File: config.mk
export PLATFORM = sky130hd
export DESIGN_NAME = in_to_fifo
export DESIGN_NICKNAME = d
export VERILOG_FILES = /design/src/rtl/in_to_fifo_pkg.sv /design/src/rtl/in_to_fifo.sv
export SDC_FILE = /design/constraint.sdc
export NUM_CORES = 1
export LEC_CHECK = 0
export CAP_MARGIN = 30
export CORE_UTILIZATION = 45
export CTS_BUF_LIST = sky130_fd_sc_hd__clkbuf_4 sky130_fd_sc_hd__clkbuf_8
export DETAILED_ROUTE_END_ITERATION = 10
export GPL_TIMING_DRIVEN = 0
export PLACE_DENSITY = 0.81
export SKIP_CTS_REPAIR_TIMING = 1
export SLEW_MARGIN = 10
export SYNTH_ARGS = -nofsm -noshare
export SYNTH_HDL_FRONTEND = slang
export SYNTH_SLANG_ARGS = --single-unit
File: constraint.sdc
create_clock -name clk -period 2 [get_ports clk]
set_input_delay 0.6 -clock clk [delete_from_list [all_inputs] [get_ports clk]]
set_output_delay 0.6 -clock clk [all_outputs]
set_load 0.01 [all_outputs]
File: src/rtl/in_to_fifo_pkg.sv
// Shared definitions for the byte-source to FIFO bridge blocks.
// Holds the state encodings of the in_to_fifo handshake FSM and the default
// FIFO-wait timeout, so the FIFO-side blocks agree on one set of values.
package in_to_fifo_pkg;

  // Handshake FSM state encodings (2-bit, kept as plain constants so older
  // blocks that compare against raw codes stay compatible).
  localparam logic [1:0] ST_IDLE  = 2'd0;
  localparam logic [1:0] ST_ACK   = 2'd1;
  localparam logic [1:0] ST_WRITE = 2'd2;
  localparam logic [1:0] ST_DONE  = 2'd3;

  // Default number of FIFO-wait cycles before a held byte is discarded.
  // Legal range is 2..255 because the wait counter is 8 bits wide.
  localparam int unsigned IN_TO_FIFO_TIMEOUT = 16;

  // Width of the data path and of the saturating drop counter.
  localparam int unsigned BYTE_W = 8;

  // Saturating increment used by the drop counter.
  function automatic logic [BYTE_W-1:0] sat_inc(input logic [BYTE_W-1:0] v);
    sat_inc = (v == {BYTE_W{1'b1}}) ? v : v + 1'b1;
  endfunction

endpackage

File: src/rtl/in_to_fifo.sv
// Purpose : takes bytes from a 4-phase req/ack source and writes each one
//           into a FIFO with a single-cycle write strobe.
// Latency : in_valid rise -> fifo_we high is 3 cycles plus the time the
//           source takes to drop in_valid; at most one byte is in flight.
// Backpr. : while the FIFO is full/busy the byte is held for up to TIMEOUT
//           cycles, then dropped; drops set sticky overflow and bump a
//           saturating drop_count. enable=0 freezes everything.
//
// Ports
//   clk, rst          clock, asynchronous active-high reset
//   enable            1 = run, 0 = hold all state (fifo_we forced low)
//   in_valid, in_data source request and byte (4-phase handshake)
//   in_ack            acknowledge back to the source
//   fifo_busy/full    FIFO cannot accept a write when either is high
//   fifo_we, fifo_wdata  FIFO write strobe (one cycle) and byte
//   isIdle            high while the FSM sits in IDLE
//   overflow          sticky: at least one byte was dropped
//   clr_overflow      synchronous clear of overflow and drop_count
//   drop_count        saturating count of dropped bytes
module in_to_fifo
  import in_to_fifo_pkg::*;
#(
  parameter int unsigned TIMEOUT = IN_TO_FIFO_TIMEOUT
) (
  input  logic              clk,
  input  logic              rst,
  input  logic              enable,
  input  logic              in_valid,
  input  logic [BYTE_W-1:0] in_data,
  output logic              in_ack,
  input  logic              fifo_busy,
  input  logic              fifo_full,
  output logic              fifo_we,
  output logic [BYTE_W-1:0] fifo_wdata,
  output logic              isIdle,
  output logic              overflow,
  input  logic              clr_overflow,
  output logic [BYTE_W-1:0] drop_count
);

  // Terminal value of the wait counter: a byte is dropped on the cycle the
  // counter already sits at this value and the FIFO is still not ready.
  localparam logic [7:0] WAIT_LAST = 8'(TIMEOUT - 1);

  logic [1:0]        state_q,  state_d;
  logic [7:0]        wait_q,   wait_d;
  logic              ack_d;
  logic              we_d;
  logic [BYTE_W-1:0] wdata_d;
  logic              idle_d;
  logic              drop;
  logic              fifo_ready;

  assign fifo_ready = !fifo_full && !fifo_busy;

  // ---------------------------------------------------------------------
  // Next-state / next-output logic. Every output is a register, so the
  // decode here computes the value each output takes at the next edge.
  // ---------------------------------------------------------------------
  always_comb begin
    state_d = state_q;
    wait_d  = wait_q;
    ack_d   = in_ack;
    we_d    = 1'b0;          // strobe is a pulse: low unless WRITE fires
    wdata_d = fifo_wdata;    // byte stays stable until the next latch
    idle_d  = isIdle;
    drop    = 1'b0;

    if (enable) begin
      case (state_q)
        ST_IDLE: begin
          // Only IDLE ever samples in_data, so a request seen in any other
          // state cannot overwrite the byte currently being delivered.
          if (in_valid) begin
            wdata_d = in_data;
            ack_d   = 1'b1;
            wait_d  = 8'd0;
            idle_d  = 1'b0;
            state_d = ST_ACK;
          end
        end

        ST_ACK: begin
          // Hold the acknowledge until the source withdraws its request;
          // that completes the 4-phase handshake before the FIFO write.
          if (!in_valid) begin
            ack_d   = 1'b0;
            state_d = ST_WRITE;
          end
        end

        ST_WRITE: begin
          if (fifo_ready) begin
            we_d    = 1'b1;
            state_d = ST_DONE;
          end else if (wait_q >= WAIT_LAST) begin
            // Gave the FIFO its full wait budget: discard the byte.
            drop    = 1'b1;
            wait_d  = 8'd0;
            idle_d  = 1'b1;
            state_d = ST_IDLE;
          end else begin
            wait_d  = wait_q + 8'd1;
          end
        end

        ST_DONE: begin
          we_d    = 1'b0;
          idle_d  = 1'b1;
          state_d = ST_IDLE;
        end

        default: begin
          ack_d   = 1'b0;
          wait_d  = 8'd0;
          idle_d  = 1'b1;
          state_d = ST_IDLE;
        end
      endcase
    end
    // With enable low everything above keeps its hold default and the
    // strobe stays low; a pending write in WRITE is simply retried once
    // enable returns because state_q is still WRITE.
  end

  // ---------------------------------------------------------------------
  // FSM and handshake/FIFO output registers.
  // ---------------------------------------------------------------------
  always_ff @(posedge clk or posedge rst) begin
    if (rst) begin
      state_q    <= ST_IDLE;
      wait_q     <= 8'd0;
      in_ack     <= 1'b0;
      fifo_we    <= 1'b0;
      fifo_wdata <= '0;
      isIdle     <= 1'b1;
    end else begin
      state_q    <= state_d;
      wait_q     <= wait_d;
      in_ack     <= ack_d;
      fifo_we    <= we_d;
      fifo_wdata <= wdata_d;
      isIdle     <= idle_d;
    end
  end

  // ---------------------------------------------------------------------
  // Drop bookkeeping. The clear is a software command and is honoured even
  // while the datapath is frozen; when it coincides with a drop the clear
  // wins and that drop is not counted.
  // ---------------------------------------------------------------------
  always_ff @(posedge clk or posedge rst) begin
    if (rst) begin
      overflow   <= 1'b0;
      drop_count <= '0;
    end else if (clr_overflow) begin
      overflow   <= 1'b0;
      drop_count <= '0;
    end else if (drop) begin
      overflow   <= 1'b1;
      drop_count <= sat_inc(drop_count);
    end
  end

endmodule
## Word-level counts from Yosys, hierarchy flattened

Cells that the tools add are included.

- Output and inout bits: 20
- Bits in registers: 30

- Multiplexer cells: 28
- Equal/unequal tests: 10
- Reductions and logical operators: 14
- Add/sub/neg operators: 2
- Magnitude comparators: 1

Operators with widths:

| cell | count |
|---|---|
| 8-bit two-way mux | 6 |
| 8-bit by 1-bit adder with 8-bit output (second input constant) | 2 |
| 8-bit case mux with 2 select lines | 1 |
| 1-bit two-way mux | 14 |
| 4-bit AND reduction | 3 |
| 2-bit != test (second input constant) | 5 |
| 8-bit == test (second input constant) | 1 |
| 8-bit by 4-bit >= comparator with 1-bit output (second input constant) | 1 |
| 2-bit two-way mux | 4 |
| 2-bit case mux with 4 select lines | 1 |
| 2-bit nonzero test | 3 |
| 5-bit AND reduction | 1 |
| 2-bit == test (second input constant) | 2 |
| 3-bit != test (second input constant) | 1 |
| 1-bit case mux with 3 select lines | 1 |
| 3-bit AND reduction | 1 |
| 3-bit nonzero test | 1 |
| 2-bit by 1-bit == test with 1-bit output (second input constant) | 1 |
| 1-bit zero test | 2 |
| 2-bit zero test | 1 |
| 1-bit case mux with 2 select lines | 1 |
| 2-bit AND reduction | 1 |
| 1-bit logical AND | 1 |

## Depth between registers and ports, before layout

Gate-level depths: netlist (run 1).

- Depth in word-level cells: 7
- Depth in mapped cells: 6

## Worst setup path after synthesis (run 1)

Ideal clock, no wire load.

- Kind: input to register
- From: in enable
- To: reg drop_count[5]
- Library setup time: 78 ps
- Stages: 4
- Path buffers: 0
- Data required time: 1,922 ps
- Setup slack: 287 ps
- Arrival time: 1,635 ps
- Cell sequence: nand3b_1 > a211o_1 > or4_1 > a21oi_1

- Word-level cells in the longest chain between the ends: 3

RTL lines:

| what | RTL line | text |
|---|---|---|
| from (decl) | in_to_fifo.sv:27 | `input logic enable,` |
| 1-bit two-way mux | in_to_fifo.sv:69 | `if (enable) begin` |
| 2-bit nonzero test (no source line) | - |  |
| 2-bit AND reduction (no source line) | - |  |
| to (signal assigned) | in_to_fifo.sv:161 | `drop_count <= sat_inc(drop_count);` |
| to (decl) | in_to_fifo.sv:38 | `output logic [BYTE_W-1:0] drop_count` |

No other way between the ends.
A chain may end at the register's enable or synchronous reset.

## Final worst setup path (run 1)

- From: in fifo_busy
- To: reg drop_count[5]

- Word-level cells in the longest chain between the ends: 7

RTL lines:

| what | RTL line | text |
|---|---|---|
| from (decl) | in_to_fifo.sv:31 | `input logic fifo_busy,` |
| 1-bit zero test | in_to_fifo.sv:54 | `assign fifo_ready = !fifo_full && !fifo_busy;` |
| 1-bit logical AND | in_to_fifo.sv:54 |  |
| 1-bit two-way mux | in_to_fifo.sv:93 | `if (fifo_ready) begin` |
| 1-bit two-way mux | in_to_fifo.sv:70 | `case (state_q)` |
| 1-bit two-way mux | in_to_fifo.sv:69 |  |
| 2-bit nonzero test (no source line) | - |  |
| 2-bit AND reduction (no source line) | - |  |

No other way between the ends.

==> metrics.txt, run 1 <==
Synth async-reset ratio=1.000; Worst Hold Depth=2; Post-synth EDFFs=0; Worst slew margin=0.5950; placed cell areas=1834 um2; Req. time, crit path=approximately 2300 ps; All-Layer GR Usage=0.1895; final estimated routing congestion in global placement=0.8105; RSZ-0062 raised after global routing=false; Clock power frac=0.233; Area Overhead vs Synth=36.88%; DRC Markers=0; clock-pin slew on the worst setup and hold paths=100 ps; WP data arrival=2210 ps; power consumption=1.691 mW; clock tree root buffer cell=clkbuf_4; status=finished clean; worst-path fanout max=8; WL final=3124 um; register area share after synthesis=0.5290; First DRT Iteration DRCs=~60; P_leak=0.7932 nW; io pins=35; final setup vio count=0; Sw Pwr=487.4 uW; max-slew violations=0; CP Launch Point=fifo_busy; largest net degree at the start of global routing=23; Tcrit/Tclk final=0.9805; via count=1218; NumNets Final=194; crit path launch type=input pin; Clock Path Buffers=2; Initial Util=0.4694; Max Cap Viol=0; critical path type=in2reg; dpl cells=213; internal power=1.203 mW; commonest non-fill, non-tap cell in the layout=clkdlybuf4s50_1; Hold EP=isIdle$_DFFE_PP1P_; reg-to-reg critical path endpoint=drop_count[5]$_DFFE_PP0P_; Overflow after GRT=0; Clock Sink Count=30; hold path startpoint=isIdle$_DFFE_PP1P_; die area=between 3000 and 4000 um2; Netlist cell types=35; Routed Antenna Nets=0; measured slew at the worst slew-check pin=roughly 600 ps; fin area=1946 um2; crit path capture type=flip-flop; core footprint=3028 um2; YS warnings=0; final hold viol count=0; Syn Nets=152; TritonRoute pass-1 iters=4; Routed wire per std cell=14.07 um; Skew-Pair Late Insertion Delay=320 ps; Pwr Density=about 870 nW/um2; worst reg-to-reg setup slack=110 ps; Hold WC Path Type=reg2reg; Synth Area per Inst=about 11 um2; RR Startpoint=wait_q[0]$_DFFE_PP0P_; FMAX=509.9 MHz; commonest cells after routing, fill and taps aside=clkdlybuf4s50_1, dfrtp_1, a21oi_1; CTS tree=built; clk_skew=around 5.2 ps; vias per cell=between 5 and 6; Tmin final=1961 ps; Row Count=20; Reg power frac=0.474; # H-tree levels=2; share of power burned in combinational logic=0.294; initial antenna violation count=0; die width=58.20 um; post-synthesis instance total=135; Port Buffers=33; Reg2Reg Depth=5; first-pass GRT wire length=4816 um; fin cells=roughly 220; #FFs+latches synth=30; cts bufs inserted=5; Die Span Y=58.20 um; antenna fix cells=0; Sw Share=0.2883; Peak VDD IR=0.7378 mV; Main synth FF type=dfrtp_1; vias in the first global route=1092; layout cells sized above 1=0.1798; Post-DP HPWL=2232 um; cell area after synthesis=between 1000 and 1500 um2
==> power groups by stage <==
stage | combinational, mW | clock (mW) | sequential, mW
2_1_floorplan | 0.194 | 0 | 0.843
3_3_place_gp | 0.474 | 0 | 0.801
3_5_place_dp | 0.497 | 0 | 0.814
4_1_cts | 0.500 | 0.402 | 0.802
5_1_grt | 0.540 | 0.431 | 0.817
6_report | 0.496 | 0.394 | 0.801
==> cell families after synthesis <==
family / Yosys count / share of synthesized area
AOI/OAI and AO/OA: 35 / 0.1567
adders and majority gates: 2 / 0.01760
buffers and inverters: 10 / 0.03433
DFF: 30 / 0.5291
muxes: 9 / 0.07043
and+or+nand+nor: 49 / 0.1919
==> cell usage after synthesis, types with 3 or more instances <==
library cell	number	area, um2
nor2_1	12	45.04
nand4_1	3	18.77
o31ai_1	6	45.04
a21oi_1	15	75.07
nand2_1	4	15.01
nand3_1	7	35.03
o21ai_0	4	20.02
dfrtp_1	29	725.7
mux2_2	8	90.09
inv_1	6	22.52
nor2b_1	3	18.77
a22o_1	3	26.28
or4_1	5	37.54
==> metrics by stage <==
stage / setup slack, ps / hold slack, ps / utilization / setup TNS (ps)
2_1_floorplan: 286.8 / 463.8 / - / 0
3_3_place_gp: -484.5 / 458.9 / 0.5967 / -7591
3_5_place_dp: -518.4 / 492.2 / 0.6058 / -8452
4_1_cts: -156.5 / 509.9 / 0.6269 / -1060
5_1_grt: 3.699 / 522.2 / 0.6426 / 0
6_report: 39.01 / 506.1 / 0.6426 / 0
==> registers in the layout, summed over array words and instances (netlist names) <==
signal,cells
drop_count,8
fifo_wdata,8
fifo_we,1
in_ack,1
isIdle,1
overflow,1
state_q,2
wait_q,8
==> how the worst max path moves through the flow <==
stage | endpoint | slack [ps] | cells after the start
2_1_floorplan | drop_count[5]$_DFFE_PP0P_ | 290 | 4
3_3_place_gp | drop_count[7]$_DFFE_PP0P_ | -480 | 6
3_5_place_dp | drop_count[7]$_DFFE_PP0P_ | -520 | 6
4_1_cts | drop_count[3]$_DFFE_PP0P_ | -160 | 5
5_1_grt | fifo_wdata[6]$_DFFE_PP0P_ | 4 | 4
6_report | drop_count[5]$_DFFE_PP0P_ | 40 | 5
==> per-layer routing <==
metal	track usage	vias to the layer above	part of all wire
met5	0	-	0
li1	-	586	-
met4	0.06803	0	0.0090
met3	0.06027	5	0.039
met2	0.3169	28	0.52
met1	0.2298	599	0.43
==> layout make-up <==
| class | instances | area (um2) |
|---|---|---|
| fill | 255 | 1082 |
| sequential | 30 | 755.7 |
| multi-input combinational | 95 | 654.4 |
| timing repair buffer | 35 | 367.9 |
| clock buffer | 7 | 58.81 |
| tap | 44 | 55.05 |
| buffer | 4 | 26.28 |
| inverter | 6 | 22.52 |
| clock inverter | 1 | 5.005 |
==> critical path, stage by stage <==
cell and delay (ps):
clkdlybuf4s50_1 500, nor2_2 80, a211o_4 350, or4_1 510, a21oi_1 170
(Power assumes the default switching activity.)
==> run 2, diff against run 1 <==
--- a/config.mk
+++ b/config.mk
@@ -6,11 +6,13 @@
 export NUM_CORES = 1
 export LEC_CHECK = 0
 export CAP_MARGIN = 30
-export CORE_UTILIZATION = 45
+export CELL_PAD_IN_SITES_DETAIL_PLACEMENT = 0
+export CELL_PAD_IN_SITES_GLOBAL_PLACEMENT = 1
+export CORE_UTILIZATION = 39
 export CTS_BUF_LIST = sky130_fd_sc_hd__clkbuf_4 sky130_fd_sc_hd__clkbuf_8
 export DETAILED_ROUTE_END_ITERATION = 10
 export GPL_TIMING_DRIVEN = 0
-export PLACE_DENSITY = 0.81
+export PLACE_DENSITY = 0.89
 export SKIP_CTS_REPAIR_TIMING = 1
 export SLEW_MARGIN = 10
 export SYNTH_ARGS = -nofsm -noshare
==> metrics.txt, run 2 (synthesis results as in run 1) <==
status=finished clean; largest net degree at the start of global routing=19; Skew-Pair Late Insertion Delay=340 ps; io pins=35; pre-CTS WS=-488.4 ps; final setup margin=slightly below 50 ps; Clock Path Buffers=2; Max Cap Viol=0; layout cells sized above 1=0.1638; FMAX=512.5 MHz; Largest regs=drop_count x8, fifo_wdata x8, wait_q x8; hold_ws=476.8 ps; Clock Sink Count=30; max-slew violations=0; first-pass GRT wire length=5244 um; vias per cell=5.372; Sw Share=0.2888; RSZ-0062 raised after global routing=false; TritonRoute pass-1 iters=4; die width=62.37 um; core footprint=3416 um2; Post-DP HPWL=2160 um; clk_skew=19.52 ps; RR Startpoint=wait_q[0]$_DFFE_PP0P_; crit path capture type=flip-flop; critical path type=in2reg; P_leak=roughly 0.80 nW; CP Launch Point=fifo_full; via count=roughly 1200; final setup vio count=0; Area Overhead vs Synth=35.21%; # H-tree levels=2; die area=around 3900 um2; DRC Markers=0; Worst slew margin=0.6306; NumNets Final=193; clock-pin slew on the worst setup and hold paths=90 ps; clock tree root buffer cell=clkbuf_4; Row Count=21; Die Span Y=62.37 um; Peak VDD IR=0.3457 mV; Hold WC Path Type=reg2reg; Reg power frac=0.475; measured slew at the worst slew-check pin=549.0 ps; WP data arrival=about 2200 ps; commonest non-fill, non-tap cell in the layout=clkdlybuf4s50_1; First DRT Iteration DRCs=58; vias in the first global route=1155; Overflow after GRT=0; antenna fix cells=0; final estimated routing congestion in global placement=0.8132; hold path startpoint=isIdle$_DFFE_PP1P_; internal power=1.188 mW; Tcrit/Tclk final=0.9756; initial antenna violation count=0; Routed Antenna Nets=0; Initial Util=0.4161; final hold viol count=0; WL final=3054 um; CTS tree=built; cts bufs inserted=5; Pwr Density=approximately 870 nW/um2; crit path launch type=input pin; Sw Pwr=482.5 uW; Routed wire per std cell=13.70 um; commonest cells after routing, fill and taps aside=clkdlybuf4s50_1, dfrtp_1, a21oi_1; Clock power frac=0.230; share of power burned in combinational logic=0.295; Req. time, crit path=2250 ps; Tmin final=1951 ps; post-layout util=0.5626; Port Buffers=33; All-Layer GR Usage=0.1714; worst-path fanout max=7
-- run 2: cell types whose count changed in the layout (fill, tap and decap cells not counted), sizes merged --
cell,previous run,this run
buf,5,4
clkdlybuf4s50,31,30
dlymetal6s2s,2,3
clkbuf,8,7
clkinvlp,0,1
-- run 2: metal layers --
layer	vias up	routed length, um	GRT usage
li1	588	-	-
met1	564	1429	0.2190
met2	42	1406	0.2747
met3	4	169	0.05292
met4	0	49	0.06105
met5	-	0	0
-- run 2: worst paths after layout --
kind | endpoint | slack (ps) | depth (start not counted)
worst max register to register | drop_count[3]$_DFFE_PP0P_ | 130 | 5
min in group asynchronous | fifo_wdata[1]$_DFFE_PP0P_ | 600 | 2
worst min-delay path | isIdle$_DFFE_PP1P_ | 480 | 2
max in group asynchronous | drop_count[0]$_DFFE_PP0P_ | 890 | 3
worst max-delay path | drop_count[3]$_DFFE_PP0P_ | 50 | 5
worst min register to register | isIdle$_DFFE_PP1P_ | 480 | 2
-- run 2: final cells by class --
class | instances | area (um2)
inverters | 6 | 22.52
plain buffers | 4 | 27.53
clock buffers | 6 | 51.30
clock inverters | 2 | 12.51
fillers | 305 | 1494
multi-input cells | 95 | 628.1
well taps | 46 | 57.56
repair buffers | 34 | 365.4
flip-flops and latches | 30 | 757.0
-- run 2: critical path, cell delays in order --
cell and delay [ps]:
clkdlybuf4s50_1 480, nor2_1 100, a211o_1 340, or4_1 540, a21oi_1 160
-- run 2: per-stage QoR --
step | power [mW] | cell area, um2 | instances | TNS [ps]
floorplan | 1.038 | 1421 | 135 | 0
global placement | 1.274 | 1809 | 214 | -7805
detailed placement | 1.300 | 1837 | 215 | -8326
CTS | 1.695 | 1901 | 223 | -818.9
global route | 1.775 | 1922 | 223 | 0
finish | 1.671 | 1922 | 223 | 0
-- run 2: power groups by stage --
stage	combinational, mW	sequential [mW]	clock [mW]
after floorplan	0.194	0.843	0
after global placement	0.475	0.799	0
after detailed placement	0.493	0.807	0
after CTS	0.494	0.795	0.406
after global routing	0.534	0.813	0.428
final	0.492	0.794	0.385
